$ cat config.mk
export PLATFORM = sky130hd
export DESIGN_NAME = vga_timing_gen
export DESIGN_NICKNAME = d
export VERILOG_FILES = /design/src/rtl/vga_timing_gen.sv
export SDC_FILE = /design/constraint.sdc
export NUM_CORES = 1
export LEC_CHECK = 0
export BUFFER_PORTS_ARGS = -buffer_cell sky130_fd_sc_hd__buf_2
export CORE_UTILIZATION = 60
export CTS_CLUSTER_DIAMETER = 100
export CTS_CLUSTER_SIZE = 12
export DETAILED_ROUTE_END_ITERATION = 6
export GPL_TIMING_DRIVEN = 0
export PLACE_DENSITY = 0.89
export RECOVER_POWER = 25
export SYNTH_ARGS = -nofsm -noshare
export SYNTH_HDL_FRONTEND = slang
export SYNTH_SLANG_ARGS = --single-unit
$ cat constraint.sdc
create_clock -name CLK -period 5.3 [get_ports CLK]
set_input_delay 0.53 -clock CLK [delete_from_list [all_inputs] [get_ports CLK]]
set_output_delay 0.53 -clock CLK [all_outputs]
set_load 0.02 [all_outputs]
$ cat src/rtl/vga_timing_gen.sv
// VGA raster timing generator: pixel-clock divider, h/v counters, address stage and colour-return pipeline.
// Optional internal colour-bar source is built only when VGA_TEST_PATTERN_EN is defined.

package vga_timing_gen_pkg;

  // Per-pixel flags that travel alongside the pixel address while the colour lookup is in flight
  typedef struct packed {
    logic        de;
    logic        hs;
    logic        vs;
    logic        fr;
`ifdef VGA_TEST_PATTERN_EN
    logic        tp;
    logic [11:0] bar;
`endif
  } pix_tag_t;

endpackage

module vga_timing_gen
  import vga_timing_gen_pkg::*;
#(
  parameter int unsigned PIX_DIV    = 4,
  parameter int unsigned H_SYNC     = 96,
  parameter int unsigned H_BP       = 48,
  parameter int unsigned H_ACTIVE   = 640,
  parameter int unsigned H_FP       = 16,
  parameter int unsigned V_SYNC     = 2,
  parameter int unsigned V_BP       = 29,
  parameter int unsigned V_ACTIVE   = 480,
  parameter int unsigned V_FP       = 10,
  parameter bit          H_POL      = 1'b0,
  parameter bit          V_POL      = 1'b0,
  parameter int unsigned H_W        = 10,
  parameter int unsigned V_W        = 10,
  parameter int unsigned COLOUR_LAT = 1
) (
  input  logic           CLK,
  input  logic           RESETN,
  input  logic [11:0]    COLOUR_IN,
  input  logic           TPAT_SEL,
  output logic [H_W-1:0] ADDRH,
  output logic [V_W-1:0] ADDRY,
  output logic           PIX_EN,
  output logic [11:0]    COLOUR_OUT,
  output logic           HS,
  output logic           VS,
  output logic           DE,
  output logic           FRAME_START
);

  localparam int unsigned DIV_W       = (PIX_DIV > 1) ? $clog2(PIX_DIV) : 1;
  localparam int unsigned H_TOT       = H_SYNC + H_BP + H_ACTIVE + H_FP;
  localparam int unsigned V_TOT       = V_SYNC + V_BP + V_ACTIVE + V_FP;
  localparam int unsigned H_ACT_START = H_SYNC + H_BP;
  localparam int unsigned H_ACT_LAST  = H_ACT_START + H_ACTIVE - 1;
  localparam int unsigned V_ACT_START = V_SYNC + V_BP;
  localparam int unsigned V_ACT_LAST  = V_ACT_START + V_ACTIVE - 1;

  // Configuration sanity checks at elaboration
  if (H_TOT > (2 ** H_W)) begin : g_h_cfg_err
    $error("vga_timing_gen: H_TOT=%0d does not fit in H_W=%0d bits", H_TOT, H_W);
  end
  if (V_TOT > (2 ** V_W)) begin : g_v_cfg_err
    $error("vga_timing_gen: V_TOT=%0d does not fit in V_W=%0d bits", V_TOT, V_W);
  end
  if ((PIX_DIV < 1) || (PIX_DIV > 16)) begin : g_div_cfg_err
    $error("vga_timing_gen: PIX_DIV=%0d outside 1..16", PIX_DIV);
  end
  if ((COLOUR_LAT < 1) || (COLOUR_LAT > 4)) begin : g_lat_cfg_err
    $error("vga_timing_gen: COLOUR_LAT=%0d outside 1..4", COLOUR_LAT);
  end

  logic [DIV_W-1:0] div_q;
  logic             tick_c;
  logic [H_W-1:0]   h_q;
  logic [V_W-1:0]   v_q;
  logic             h_wrap_c;
  logic             v_wrap_c;
  logic             h_act_c;
  logic             v_act_c;
  logic             frame_a_c;
  logic [H_W-1:0]   addr_h_c;
  logic [V_W-1:0]   addr_y_c;
  pix_tag_t         tag_a_c;
  pix_tag_t         tag_o_c;
  logic [11:0]      colour_c;

  pix_tag_t [COLOUR_LAT-1:0] pipe_q;
  pix_tag_t [COLOUR_LAT-1:0] pipe_nxt_c;

  // Raster decode of the current (pre-edge) counter position
  always_comb begin
    tick_c    = (div_q == DIV_W'(PIX_DIV - 1));
    h_wrap_c  = (h_q == H_W'(H_TOT - 1));
    v_wrap_c  = (v_q == V_W'(V_TOT - 1));
    h_act_c   = (h_q >= H_W'(H_ACT_START)) && (h_q <= H_W'(H_ACT_LAST));
    v_act_c   = (v_q >= V_W'(V_ACT_START)) && (v_q <= V_W'(V_ACT_LAST));
    frame_a_c = (h_q == '0) && (v_q == '0);
    addr_h_c  = h_act_c ? (h_q - H_W'(H_ACT_START)) : '0;
    addr_y_c  = v_act_c ? (v_q - V_W'(V_ACT_START)) : '0;
  end

`ifdef VGA_TEST_PATTERN_EN
  localparam int unsigned BAR_W = (H_ACTIVE >= 8) ? (H_ACTIVE / 8) : 1;

  logic           tpat_q;
  logic           tpat_c;
  logic [H_W-1:0] bar_div_c;
  logic [2:0]     bar_idx_c;
  logic [11:0]    bar_col_c;

  // Bar colour for the column being issued; selection is latched once per frame
  always_comb begin
    tpat_c    = frame_a_c ? TPAT_SEL : tpat_q;
    bar_div_c = addr_h_c / H_W'(BAR_W);
    bar_idx_c = (bar_div_c > H_W'(7)) ? 3'd7 : bar_div_c[2:0];
    bar_col_c = 12'h000;
    case (bar_idx_c)
      3'd0:    bar_col_c = 12'hFFF;
      3'd1:    bar_col_c = 12'hFF0;
      3'd2:    bar_col_c = 12'h0FF;
      3'd3:    bar_col_c = 12'h0F0;
      3'd4:    bar_col_c = 12'hF0F;
      3'd5:    bar_col_c = 12'hF00;
      3'd6:    bar_col_c = 12'h00F;
      default: bar_col_c = 12'h000;
    endcase
  end

  always_ff @(posedge CLK or negedge RESETN) begin
    if (!RESETN) begin
      tpat_q <= 1'b0;
    end else if (tick_c) begin
      tpat_q <= tpat_c;
    end
  end
`else
  logic unused_tpat_sel;
  assign unused_tpat_sel = TPAT_SEL;
`endif

  // Flags for the pixel entering the lookup pipeline
  always_comb begin
    tag_a_c    = '0;
    tag_a_c.de = h_act_c & v_act_c;
    tag_a_c.hs = (h_q < H_W'(H_SYNC));
    tag_a_c.vs = (v_q < V_W'(V_SYNC));
    tag_a_c.fr = frame_a_c;
`ifdef VGA_TEST_PATTERN_EN
    tag_a_c.tp  = tpat_c;
    tag_a_c.bar = bar_col_c;
`endif
  end

  if (COLOUR_LAT > 1) begin : g_pipe_deep
    assign pipe_nxt_c = {pipe_q[COLOUR_LAT-2:0], tag_a_c};
  end else begin : g_pipe_flat
    assign pipe_nxt_c = tag_a_c;
  end

  // Output-stage selection: colour only inside the visible window
  always_comb begin
    tag_o_c  = pipe_q[COLOUR_LAT-1];
    colour_c = 12'h000;
    if (tag_o_c.de) begin
`ifdef VGA_TEST_PATTERN_EN
      colour_c = tag_o_c.tp ? tag_o_c.bar : COLOUR_IN;
`else
      colour_c = COLOUR_IN;
`endif
    end
  end

  always_ff @(posedge CLK or negedge RESETN) begin
    if (!RESETN) begin
      div_q       <= '0;
      h_q         <= '0;
      v_q         <= '0;
      pipe_q      <= '0;
      ADDRH       <= '0;
      ADDRY       <= '0;
      PIX_EN      <= 1'b0;
      COLOUR_OUT  <= 12'h000;
      HS          <= ~H_POL;
      VS          <= ~V_POL;
      DE          <= 1'b0;
      FRAME_START <= 1'b0;
    end else begin
      PIX_EN      <= tick_c;
      FRAME_START <= 1'b0;
      div_q       <= tick_c ? '0 : div_q + DIV_W'(1);
      if (tick_c) begin
        h_q <= h_wrap_c ? '0 : h_q + H_W'(1);
        if (h_wrap_c) begin
          v_q <= v_wrap_c ? '0 : v_q + V_W'(1);
        end
        ADDRH       <= addr_h_c;
        ADDRY       <= addr_y_c;
        pipe_q      <= pipe_nxt_c;
        HS          <= tag_o_c.hs ? H_POL : ~H_POL;
        VS          <= tag_o_c.vs ? V_POL : ~V_POL;
        DE          <= tag_o_c.de;
        COLOUR_OUT  <= colour_c;
        FRAME_START <= tag_o_c.fr;
      end
    end
  end

endmodule

==> metrics.md, run 1 <==
| Metric | Value |
|---|---|
| Cell variety after synth | 44 |
| Post-place setup slack | 2.811 ns |
| Share of post-route cells with drive strength above 1 | 22.78% |
| Hold crit path type | input port to flop |
| Fin. max-slew vios | 64 |
| Die height | 72.14 um |
| Post-Place Cells | 390 |
| Global-route wire length before repair | between 10,000 and 15,000 um |
| Crit path cell chain | clkbuf_1 |
| PortBufs | 50 |
| Syn Nets | 297 |
| Total power | a little over 0.9 mW |
| Syn Area/Cell | 10.81 um^2 |
| I/O pins | 52 |
| Top FF cell, synth | dfrtp_1 |
| Setup-failing EPs final | 0 |
| Post-CTS Setup Repair Bufs | 0 |
| Antenna violations before repair | 0 |
| WL per Instance | 16.39 um |
| Synth area leaders | dfrtp_1 52%, o2bb2ai_1 4.5%, a22o_1 4.2% |
| CTS max path bufs | 2 |
| Setup crit end kind | asynchronous set/reset pin |
| Yosys top cell area share | 51.72% |
| GR Util All Layers | 27.36% |
| Max-Cap Viols | 1 |
| FILL cells | 331 |
| CTS buffer count | 9 |
| CP Launch Type | input port |
| Critical path data required time | between 5 and 6 ns |
| CTS root buf | clkbuf_8 |
| Crit path DAT | 2.77 ns |
| Cts repair resizes | 0 |
| Mapped Area | ~3000 um^2 |
| Skew-Pair Late Insertion Delay | approximately 0.34 ns |
| Synth warn | 0 |
| Slew headroom | -112.0% |
| Vias | 2,341 |
| EDFF count, synth | 0 |
| Most frequent cells in the layout | 61 x dfrtp_1, 50 x buf_2, 24 x nand2_1 |
| Sequential-to-total area share from yosys stat | between 50 and 60% |
| GP Congestion | approximately 0.85 |
| Cell class contributing the biggest share of worst-path delay | buffers and inverters |
| RSZ-0062 raised after global routing | false |
| Peak supply drop | 164.5 uV |
| Final Cycle Share | between 50% and 60% |
| Ys async rst share | 100.0% |
| CP Class | input port to asynchronous set/reset pin |
| CP peak stage delay | 2.21 ns |
| TNS Setup | 0 ns |
| CP bufs+invs | 1 |
| Fin. Hold Viols | 0 |
| CTS tree | yes |
| #FFs+latches synth | 63 |
| Slowest-stage cell, CP | clkbuf_1 |
| Fmax | roughly 330 MHz |
| Setup WS post-layout | 2.272 ns |
| Critical-path maximum fanout | 63 |
| Drt pass-1 iters | 5 |
| Layout Skew | 0.004375 ns |
| Dpl hpwl | 4545 um |
| Clock-pin slew of the registers on the worst-case setup and hold paths | 0.07 ns |
| Least-Margin Pin Slew | 3.180 ns |
| Core Rows | 25 |
| Routed vias/inst | roughly 5.8 |
| CTS sink cnt | 63 |
| Most area-hungry cell type in the Yosys netlist | dfrtp_1 |
| Power density cells | about 260 nW/um^2 |
| Cells after Synth | ~270 |
| Hold_buf cts | 0 |
| Commonest non-fill, non-tap cell in the layout | dfrtp_1 |
| Status | finished with violations |
| Leakage | 1.767 nW |
| Failing checks | max-capacitance violations, max-slew violations |
| Die width | 72.14 um |
| Total core area | 4723 um^2 |
| GRT overflow | 0 |
| Post-route ant nets | 0 |
| Die area | 5203 um^2 |
| Routed wire length | 6636 um |
| Initial Utilization | 62.49% |
| Tmin final | about 3.0 ns |
| Drt drc | 0 |
| Vias in the first global route | 2,284 |
| Final instance count without filler cells | 405 |
| N_diodes | 0 |
| H-tree levels | 3 |
| Largest net degree at the start of global routing | 64 |
| Nets | 358 |
| Number of DRC markers in iteration 0 | roughly 170 |
| Synthesis-to-layout area growth | 17.97% |
through the flow:
step	util [%]	cell area (um^2)	hold WS (ns)
after floorplan	-	2952	0.2344
after global placement	69.56	3286	0.4011
after detailed placement	69.56	3286	0.4128
after CTS	73.75	3483	0.3938
after global routing	73.72	3482	0.4092
final	73.72	3482	0.4063
metal layers:
layer / track usage (%) / part of all wire [%]
met5: 0 / 0
met4: 15.47 / 2.6
met2: 44.55 / 50
met1: 33.18 / 43
met3: 7.083 / 4.8
flip-flops by register name (all words and copies together), names as in the netlist:
name         cells
VS               1
h_q             10
ADDRH           10
FRAME_START      1
ADDRY           10
HS               1
pipe_q           4
div_q            2
COLOUR_OUT      12
v_q             10
PIX_EN           1
DE               1
cells by family after synthesis:
kind of cell / synth area share [%]
mux: 1.780
flops: 53.50
buf+inv: 4.366
simple gates: 16.79
compound gates: 15.30
xor+xnor: 4.451
fa+ha+maj: 3.815
cell type report:
cell class | count | area [um^2] | area share, %
Buffer | 19 | 80.08 | 2.300
Sequential cell | 63 | 1579 | 45.35
Tap cell | 67 | 83.83 | 2.407
Timing Repair Buffer | 50 | 249.0 | 7.151
Clock inverter | 3 | 42.54 | 1.222
Clock buffer | 12 | 155.1 | 4.456
Multi-Input combinational cell | 178 | 1244 | 35.72
Inverter | 13 | 48.80 | 1.401
path summary, 6_finish.rpt:
check | start | end | slack [ns] | cells past startpoint
worst min register to register | pipe_q[2] | HS | 0.43 | 1
min in group asynchronous | RESETN | ADDRH[4] | 1.25 | 1
worst max-delay path | RESETN | ADDRY[4] | 2.27 | 1
worst min-delay path | COLOUR_IN[1] | COLOUR_OUT[1] | 0.41 | 2
max in group CLK | div_q[0] | v_q[9] | 2.79 | 5
worst max register to register | div_q[0] | v_q[9] | 2.79 | 5
worst reg2reg max path, stage by stage (launching register included):
cell	delay [ns]
dfrtp_1	0.36
ha_1	0.31
nand4_2	0.22
nor4_1	0.99
o21ai_0	0.22
a22o_1	0.29
cells in the mapped netlist (3+ instances only):
| library cell | instances |
|---|---|
| or3_1 | 4 |
| xnor2_1 | 10 |
| a22o_1 | 14 |
| nor4_1 | 5 |
| nor2_1 | 11 |
| mux2i_1 | 3 |
| dfrtp_1 | 61 |
| nand2_1 | 24 |
| nand4_1 | 4 |
| a31oi_1 | 3 |
| clkbuf_1 | 16 |
| o31ai_1 | 6 |
| xor2_1 | 5 |
| a21oi_1 | 3 |
| inv_1 | 12 |
| o2bb2ai_1 | 15 |
| nand3_1 | 11 |
| nor3_1 | 9 |
| ha_1 | 9 |
| o21ai_0 | 14 |
where the power goes:
group          internal, mW  switching, mW
logic               0.00315         0.0102
clock network         0.240          0.178
registers             0.481              0
Note: power is estimated with default switching activity, not from simulation.
==> run 2: changes to the inputs <==
--- a/config.mk
+++ b/config.mk
@@ -5,13 +5,14 @@
 export SDC_FILE = /design/constraint.sdc
 export NUM_CORES = 1
 export LEC_CHECK = 0
+export ABC_AREA = 1
 export BUFFER_PORTS_ARGS = -buffer_cell sky130_fd_sc_hd__buf_2
-export CORE_UTILIZATION = 60
+export CORE_UTILIZATION = 56
 export CTS_CLUSTER_DIAMETER = 100
 export CTS_CLUSTER_SIZE = 12
 export DETAILED_ROUTE_END_ITERATION = 6
 export GPL_TIMING_DRIVEN = 0
-export PLACE_DENSITY = 0.89
+export PLACE_DENSITY = 0.83
 export RECOVER_POWER = 25
 export SYNTH_ARGS = -nofsm -noshare
 export SYNTH_HDL_FRONTEND = slang
==> constraint.sdc (replaced) <==
create_clock -name CLK -period 3.07 [get_ports CLK]
set_input_delay 0.307 -clock CLK [delete_from_list [all_inputs] [get_ports CLK]]
set_output_delay 0.307 -clock CLK [all_outputs]
set_load 0.02 [all_outputs]
==> metrics.md, run 2 <==
| Metric | Value |
|---|---|
| Status | finished with violations |
| Failing checks | max-capacitance violations, max-slew violations |
| Largest register FFs | 12 |
| Vias | 2,749 |
| Layout Skew | 0.008631 ns |
| PortBufs | 50 |
| Fin. Hold Viols | 0 |
| Fin. max-slew vios | 63 |
| WHS Endpoint | COLOUR_OUT[3] |
| Syn Nets | 418 |
| Dpl hpwl | just under 5000 um |
| Core Rows | 27 |
| Worst hold path depth | 3 |
| Placed cell area | about 3500 um^2 |
| Max-Cap Viols | 1 |
| Largest Register | COLOUR_OUT |
| CTS root buf | clkbuf_8 |
| Total core area | 5507 um^2 |
| EDFF count, synth | 0 |
| Final Cycle Share | between 50% and 60% |
| Most frequent cells in the layout | 129 x nand2_1, 61 x dfrtp_1, 54 x buf_2 |
| Leakage | 2.048 nW |
| FILL cells | 462 |
| GR Util All Layers | 27.41% |
| RSZ-0062 raised after global routing | false |
| Synth area leaders | dfrtp_1 48%, nand2_1 15%, nand3_1 6.1% |
| Antenna violations before repair | 0 |
| Fmax | around 580 MHz |
| Hold crit path type | input port to flop |
| Critical path data required time | 3.33 ns |
| Global-route wire length before repair | 12,500 um |
| Drt pass-1 iters | 4 |
| Tmin final | approximately 1.7 ns |
| Synth top cells by count | 129 x nand2_1, 61 x dfrtp_1, 39 x nand3_1, 39 x nor2_1, 26 x inv_1 |
| Die width | 77.59 um |
| GRT overflow | 0 |
| GP Congestion | 0.9362 |
| Largest family of logic cells by synthesized area | simple AND/OR/NAND/NOR gates |
| Reg2reg start | div_q[0] |
| #FFs+latches synth | 63 |
| Setup-failing EPs final | 0 |
| CTS tree | yes |
| CTS sink cnt | 63 |
| Cell variety after synth | 29 |
| Adder-Cell Fraction of Synth Area | ~3.5% |
| Drt drc | 0 |
| Reg-to-Reg End | ADDRY[1] |
| Number of DRC markers in iteration 0 | about 150 |
| Yosys top cell area share | 47.71% |
| Complex-gate fraction of the synthesized area | 4.224% |
| Cells after Synth | 394 |
| Largest net degree at the start of global routing | 64 |
| Peak supply drop | about 310 uV |
| Post-Synth XOR/XNOR Area | under 10% |
| Synth warn | 0 |
| Syn Area/Cell | 8.120 um^2 |
| Crit path DAT | 1.99 ns |
| Vias in the first global route | 2,704 |
| Share of post-route cells with drive strength above 1 | 23.70% |
| Proportion of synthesized area in mux cells | 0% |
| Final core occ | 68.46% |
| R2r setup slk | roughly 1.3 ns |
| CTS max path bufs | 2 |
| Hold_buf cts | 0 |
| Critical-path maximum fanout | 10 |
| Setup crit end kind | flop |
| Cts repair resizes | 0 |
| Most area-hungry cell type in the Yosys netlist | dfrtp_1 |
| Clock-pin slew of the registers on the worst-case setup and hold paths | approximately 0.080 ns |
| Sequential-to-total area share from yosys stat | 49.35% |
| Die height | 77.59 um |
| WL per Instance | 13.38 um |
| Final instance area | between 3000 and 4000 um^2 |
| Die area | 6019 um^2 |
| TNS Setup | 0 ns |
| Top FF cell, synth | dfrtp_1 |
| Mapped Area | 3199 um^2 |
| I/O pins | between 50 and 60 |
| Commonest non-fill, non-tap cell in the layout | nand2_1 |
| CP Launch Type | flop |
| Total power | 1.691 mW |
| Synthesis-to-layout area growth | 17.83% |
| Skew-Pair Late Insertion Delay | 0.35 ns |
| Initial Utilization | 58.10% |
| Least-Margin Pin Slew | 1.506 ns |
| CP Class | flop to flop |
| H-tree levels | 3 |
| Top-count cell post-synth | nand2_1 |
| CTS buffer count | 9 |
| Power density cells | 448.4 nW/um^2 |
| Nets | 479 |
| Post-CTS Setup Repair Bufs | 0 |
| Routed wire length | between 7000 and 8000 um |
| WHS | 0.1783 ns |
| Post-route ant nets | 0 |
| N_diodes | 0 |
| Ys async rst share | 100.0% |
| Worst Reg-to-Reg Cells | 6 |
| Slew headroom | -0.3942% |
| Post-Synth Simple-Gate Area | 34.77% |
| Routed vias/inst | 5.167 |
| Hold Crit Start | COLOUR_IN[3] |
==> run 2: changes by cell type in the layout (fill, tap and decap cells not counted), moves of 7 or more <==
cell,delta
nand2_2,+15
o2bb2ai_1,-15
nor3_1,-7
clkbuf_1,-15
o21ai_1,+7
nand2_1,+105
nor2_1,+28
a22o_1,-14
nand3_1,+28
inv_1,+14
xnor2_1,-10
==> run 2: worst max-delay path by stage <==
stage,startpoint,to,slack [ns]
2_1_floorplan,h_q[4],pipe_q[3],1.62
3_3_place_gp,div_q[0],ADDRY[8],1.43
3_5_place_dp,div_q[0],ADDRY[1],1.38
4_1_cts,h_q[4],ADDRH[7],1.35
5_1_grt,h_q[4],ADDRH[7],1.21
6_report,div_q[0],ADDRY[1],1.33
==> run 2: stage by stage <==
step                instances  setup slack, ns
detailed placement        516            1.384
floorplan                 394            1.623
global route              532            1.211
global placement          516            1.427
CTS                       532            1.347
finish                    532            1.334
==> run 2: worst max-delay path, cell delays in order (launching register included) <==
cell and delay, ns:
dfrtp_1 0.39, ha_1 0.20, buf_2 0.18, inv_2 0.21, clkbuf_1 0.44, nand2_1 0.10, o21ai_0 0.11
==> run 2: kinds of logic (layout without fill, tap and decap cells) <==
kind of cell	after synthesis	count (layout)
XOR/XNOR	8	8
AND/OR/NAND/NOR	245	245
flip-flops	63	63
adder cells (fa/ha/maj)	9	9
buffers and inverters	43	109
AO/OA/AOI/OAI	26	26
==> run 2: cell type report <==
cell class / instances / area, um^2 / share of cell area, %
flip-flops and latches: 63 / 1579 / 41.88
multi-input cells: 288 / 1430 / 37.94
repair buffers: 50 / 250.2 / 6.638
clock buffers: 10 / 137.6 / 3.651
inverters: 30 / 112.6 / 2.987
clock inverters: 6 / 92.59 / 2.456
well taps: 72 / 90.09 / 2.390
plain buffers: 13 / 77.57 / 2.058
==> run 2: where the power goes <==
group	switching (mW)	leakage, nW	internal, mW
clock network	0.355	0.109	0.483
registers	0	0.848	0.829
logic	0.0171	1.09	0.00563
==> run 2: per-layer routing <==
layer,vias up,wire length (um),GRT usage (%)
met2,65,3456,41.95
li1,1372,-,-
met1,1291,3115,35.98
met3,21,300,7.176
met4,0,245,13.77
met5,-,0,0
==> run 3: changes to the inputs <==
--- a/config.mk
+++ b/config.mk
@@ -5,9 +5,9 @@
 export SDC_FILE = /design/constraint.sdc
 export NUM_CORES = 1
 export LEC_CHECK = 0
-export ABC_AREA = 1
+export ABC_AREA = 0
 export BUFFER_PORTS_ARGS = -buffer_cell sky130_fd_sc_hd__buf_2
-export CORE_UTILIZATION = 56
+export CORE_UTILIZATION = 55
 export CTS_CLUSTER_DIAMETER = 100
 export CTS_CLUSTER_SIZE = 12
 export DETAILED_ROUTE_END_ITERATION = 6
==> constraint.sdc (replaced) <==
create_clock -name CLK -period 1.8 [get_ports CLK]
set_input_delay 0.18 -clock CLK [delete_from_list [all_inputs] [get_ports CLK]]
set_output_delay 0.18 -clock CLK [all_outputs]
set_load 0.02 [all_outputs]
==> metrics.md, run 3 (same netlist as run 1, synthesis figures left out) <==
| Metric | Value |
|---|---|
| Share of post-route cells with drive strength above 1 | 39.11% |
| RSZ-0062 raised after global routing | true |
| I/O pins | 52 |
| Commonest non-fill, non-tap cell in the layout | dfrtp_1 |
| Global-route wire length before repair | 11,230 um |
| Setup crit end kind | flop |
| Drt drc | 0 |
| Synthesis-to-layout area growth | 32.13% |
| Status | finished with violations |
| Final Cycle Share | 106.0% |
| Fmax | 524.3 MHz |
| Initial Utilization | 57.42% |
| Die width | 75.26 um |
| Total core area | 5140 um^2 |
| Post-route ant nets | 0 |
| N_diodes | 0 |
| Critical-path maximum fanout | 4 |
| Most frequent cells in the layout | 57 x dfrtp_1, 46 x buf_2, 24 x nand2_1 |
| Fin. max-slew vios | 0 |
| Vias in the first global route | 2,303 |
| WL per Instance | ~18 um |
| Die area | 5663 um^2 |
| Leakage | around 1.9 nW |
| GP Congestion | 0.9380 |
| Final instance area | a little under 4000 um^2 |
| Antenna violations before repair | 0 |
| Critical path data required time | 2.03 ns |
| Failing checks | negative setup slack |
| CTS buffer count | 9 |
| CTS tree | yes |
| Hold crit path type | input port to flop |
| H-tree levels | 3 |
| Crit path DAT | 2.14 ns |
| Largest register FFs | 12 |
| Setup-failing EPs final | 20 |
| Number of DRC markers in iteration 0 | 241 |
| Largest net degree at the start of global routing | 64 |
| Placed cell area | roughly 3300 um^2 |
| Setup WS post-layout | -0.1072 ns |
| CTS max path bufs | 2 |
| Core Rows | 26 |
| Drt pass-1 iters | 4 |
| CTS root buf | clkbuf_8 |
| Routed vias/inst | 5.886 |
| TNS Setup | -0.6217 ns |
| GR Util All Layers | 27.63% |
| Peak supply drop | slightly above 600 uV |
| CP Launch Type | flop |
| Nets | 377 |
| CP Class | flop to flop |
| Largest Register | COLOUR_OUT |
| Slew headroom | roughly 10% |
| CTS sink cnt | 63 |
| Fin. Hold Viols | 0 |
| Max-Cap Viols | 0 |
| Routed wire length | 7838 um |
| Die height | 75.26 um |
| PortBufs | 50 |
| Vias | 2,519 |
| Clock-pin slew of the registers on the worst-case setup and hold paths | 0.07 ns |
| Power density cells | 685.3 nW/um^2 |
| Tmin final | 1.907 ns |
| Least-Margin Pin Slew | 1.351 ns |
| Dpl hpwl | between 4000 and 5000 um |
| Skew-Pair Late Insertion Delay | 0.34 ns |
| FILL cells | 351 |
| Layout Skew | between 0.008 and 0.009 ns |
| GRT overflow | 0 |
==> run 3: changes by cell type in the layout (fill, tap and decap cells not counted), moves of 15 or more <==
cell / change
nand2_2: -15
inv_1: -17
nand3_1: -29
buf_4: +21
nand2_1: -105
nor2_1: -29
==> run 3: where the power goes <==
group          internal, mW  leakage, nW  switching, mW
sequential             1.42        0.842              0
clock                 0.669       0.0981          0.547
combinational        0.0111        0.934         0.0304
total                  2.10         1.87          0.577
==> run 3: final timing paths <==
check | startpoint | to | slack [ns] | cells past startpoint
worst max-delay path | div_q[0] | v_q[7] | -0.11 | 5
worst min-delay path | COLOUR_IN[2] | COLOUR_OUT[2] | 0.05 | 2
worst max register to register | div_q[0] | v_q[7] | -0.11 | 5
worst min register to register | pipe_q[2] | HS | 0.42 | 1
max in group asynchronous | RESETN | v_q[0] | 0.16 | 2
min in group asynchronous | RESETN | ADDRH[0] | 0.72 | 2
==> run 3: stage by stage <==
| step | util, % | hold slack [ns] | worst slack, ns | cells | power [mW] |
|---|---|---|---|---|---|
| after floorplan | - | -0.1156 | -0.1627 | 273 | 1.443 |
| after global placement | 64.26 | 0.3968 | -0.5024 | 393 | 1.483 |
| after detailed placement | 64.26 | 0.4048 | -0.5132 | 393 | 1.484 |
| after CTS | 71.42 | 0.03791 | -0.1781 | 422 | 2.697 |
| after global routing | 75.88 | 0.05222 | -0.1711 | 428 | 2.749 |
| final | 75.88 | 0.05180 | -0.1072 | 428 | 2.673 |
==> run 3: layout make-up <==
class / count / area [um^2] / area share (%)
clock inverters: 6 / 60.06 / 1.540
well taps: 70 / 87.58 / 2.246
repair buffers: 74 / 437.9 / 11.23
inverters: 13 / 48.80 / 1.251
flip-flops and latches: 63 / 1584 / 40.62
clock buffers: 10 / 137.6 / 3.529
multi-input cells: 178 / 1475 / 37.82
plain buffers: 14 / 68.82 / 1.765
==> run 3: worst max-delay path: stages (launching register included) <==
cell,delay [ns]
dfrtp_1,0.35
ha_1,0.27
nand4_4,0.16
or4_4,0.51
nor4_4,0.19
mux2_4,0.32
==> run 3: per-layer routing <==
layer,GRT usage [%],vias to the layer above,share of wire [%]
met4,10.49,0,4.1
li1,-,1146,-
met2,43.04,96,48
met3,7.631,34,5.6
met1,37.13,1243,42
met5,0,-,0
==> run 3: timing repair <==
item                       CTS  global route
setup endpoints to repair   32            32
hold endpoints to repair     0            61
cloned                       1             0
hold buffers                 0             1
buffers inserted            14             8
pin swaps                    5            12
gates resized for setup     18            53
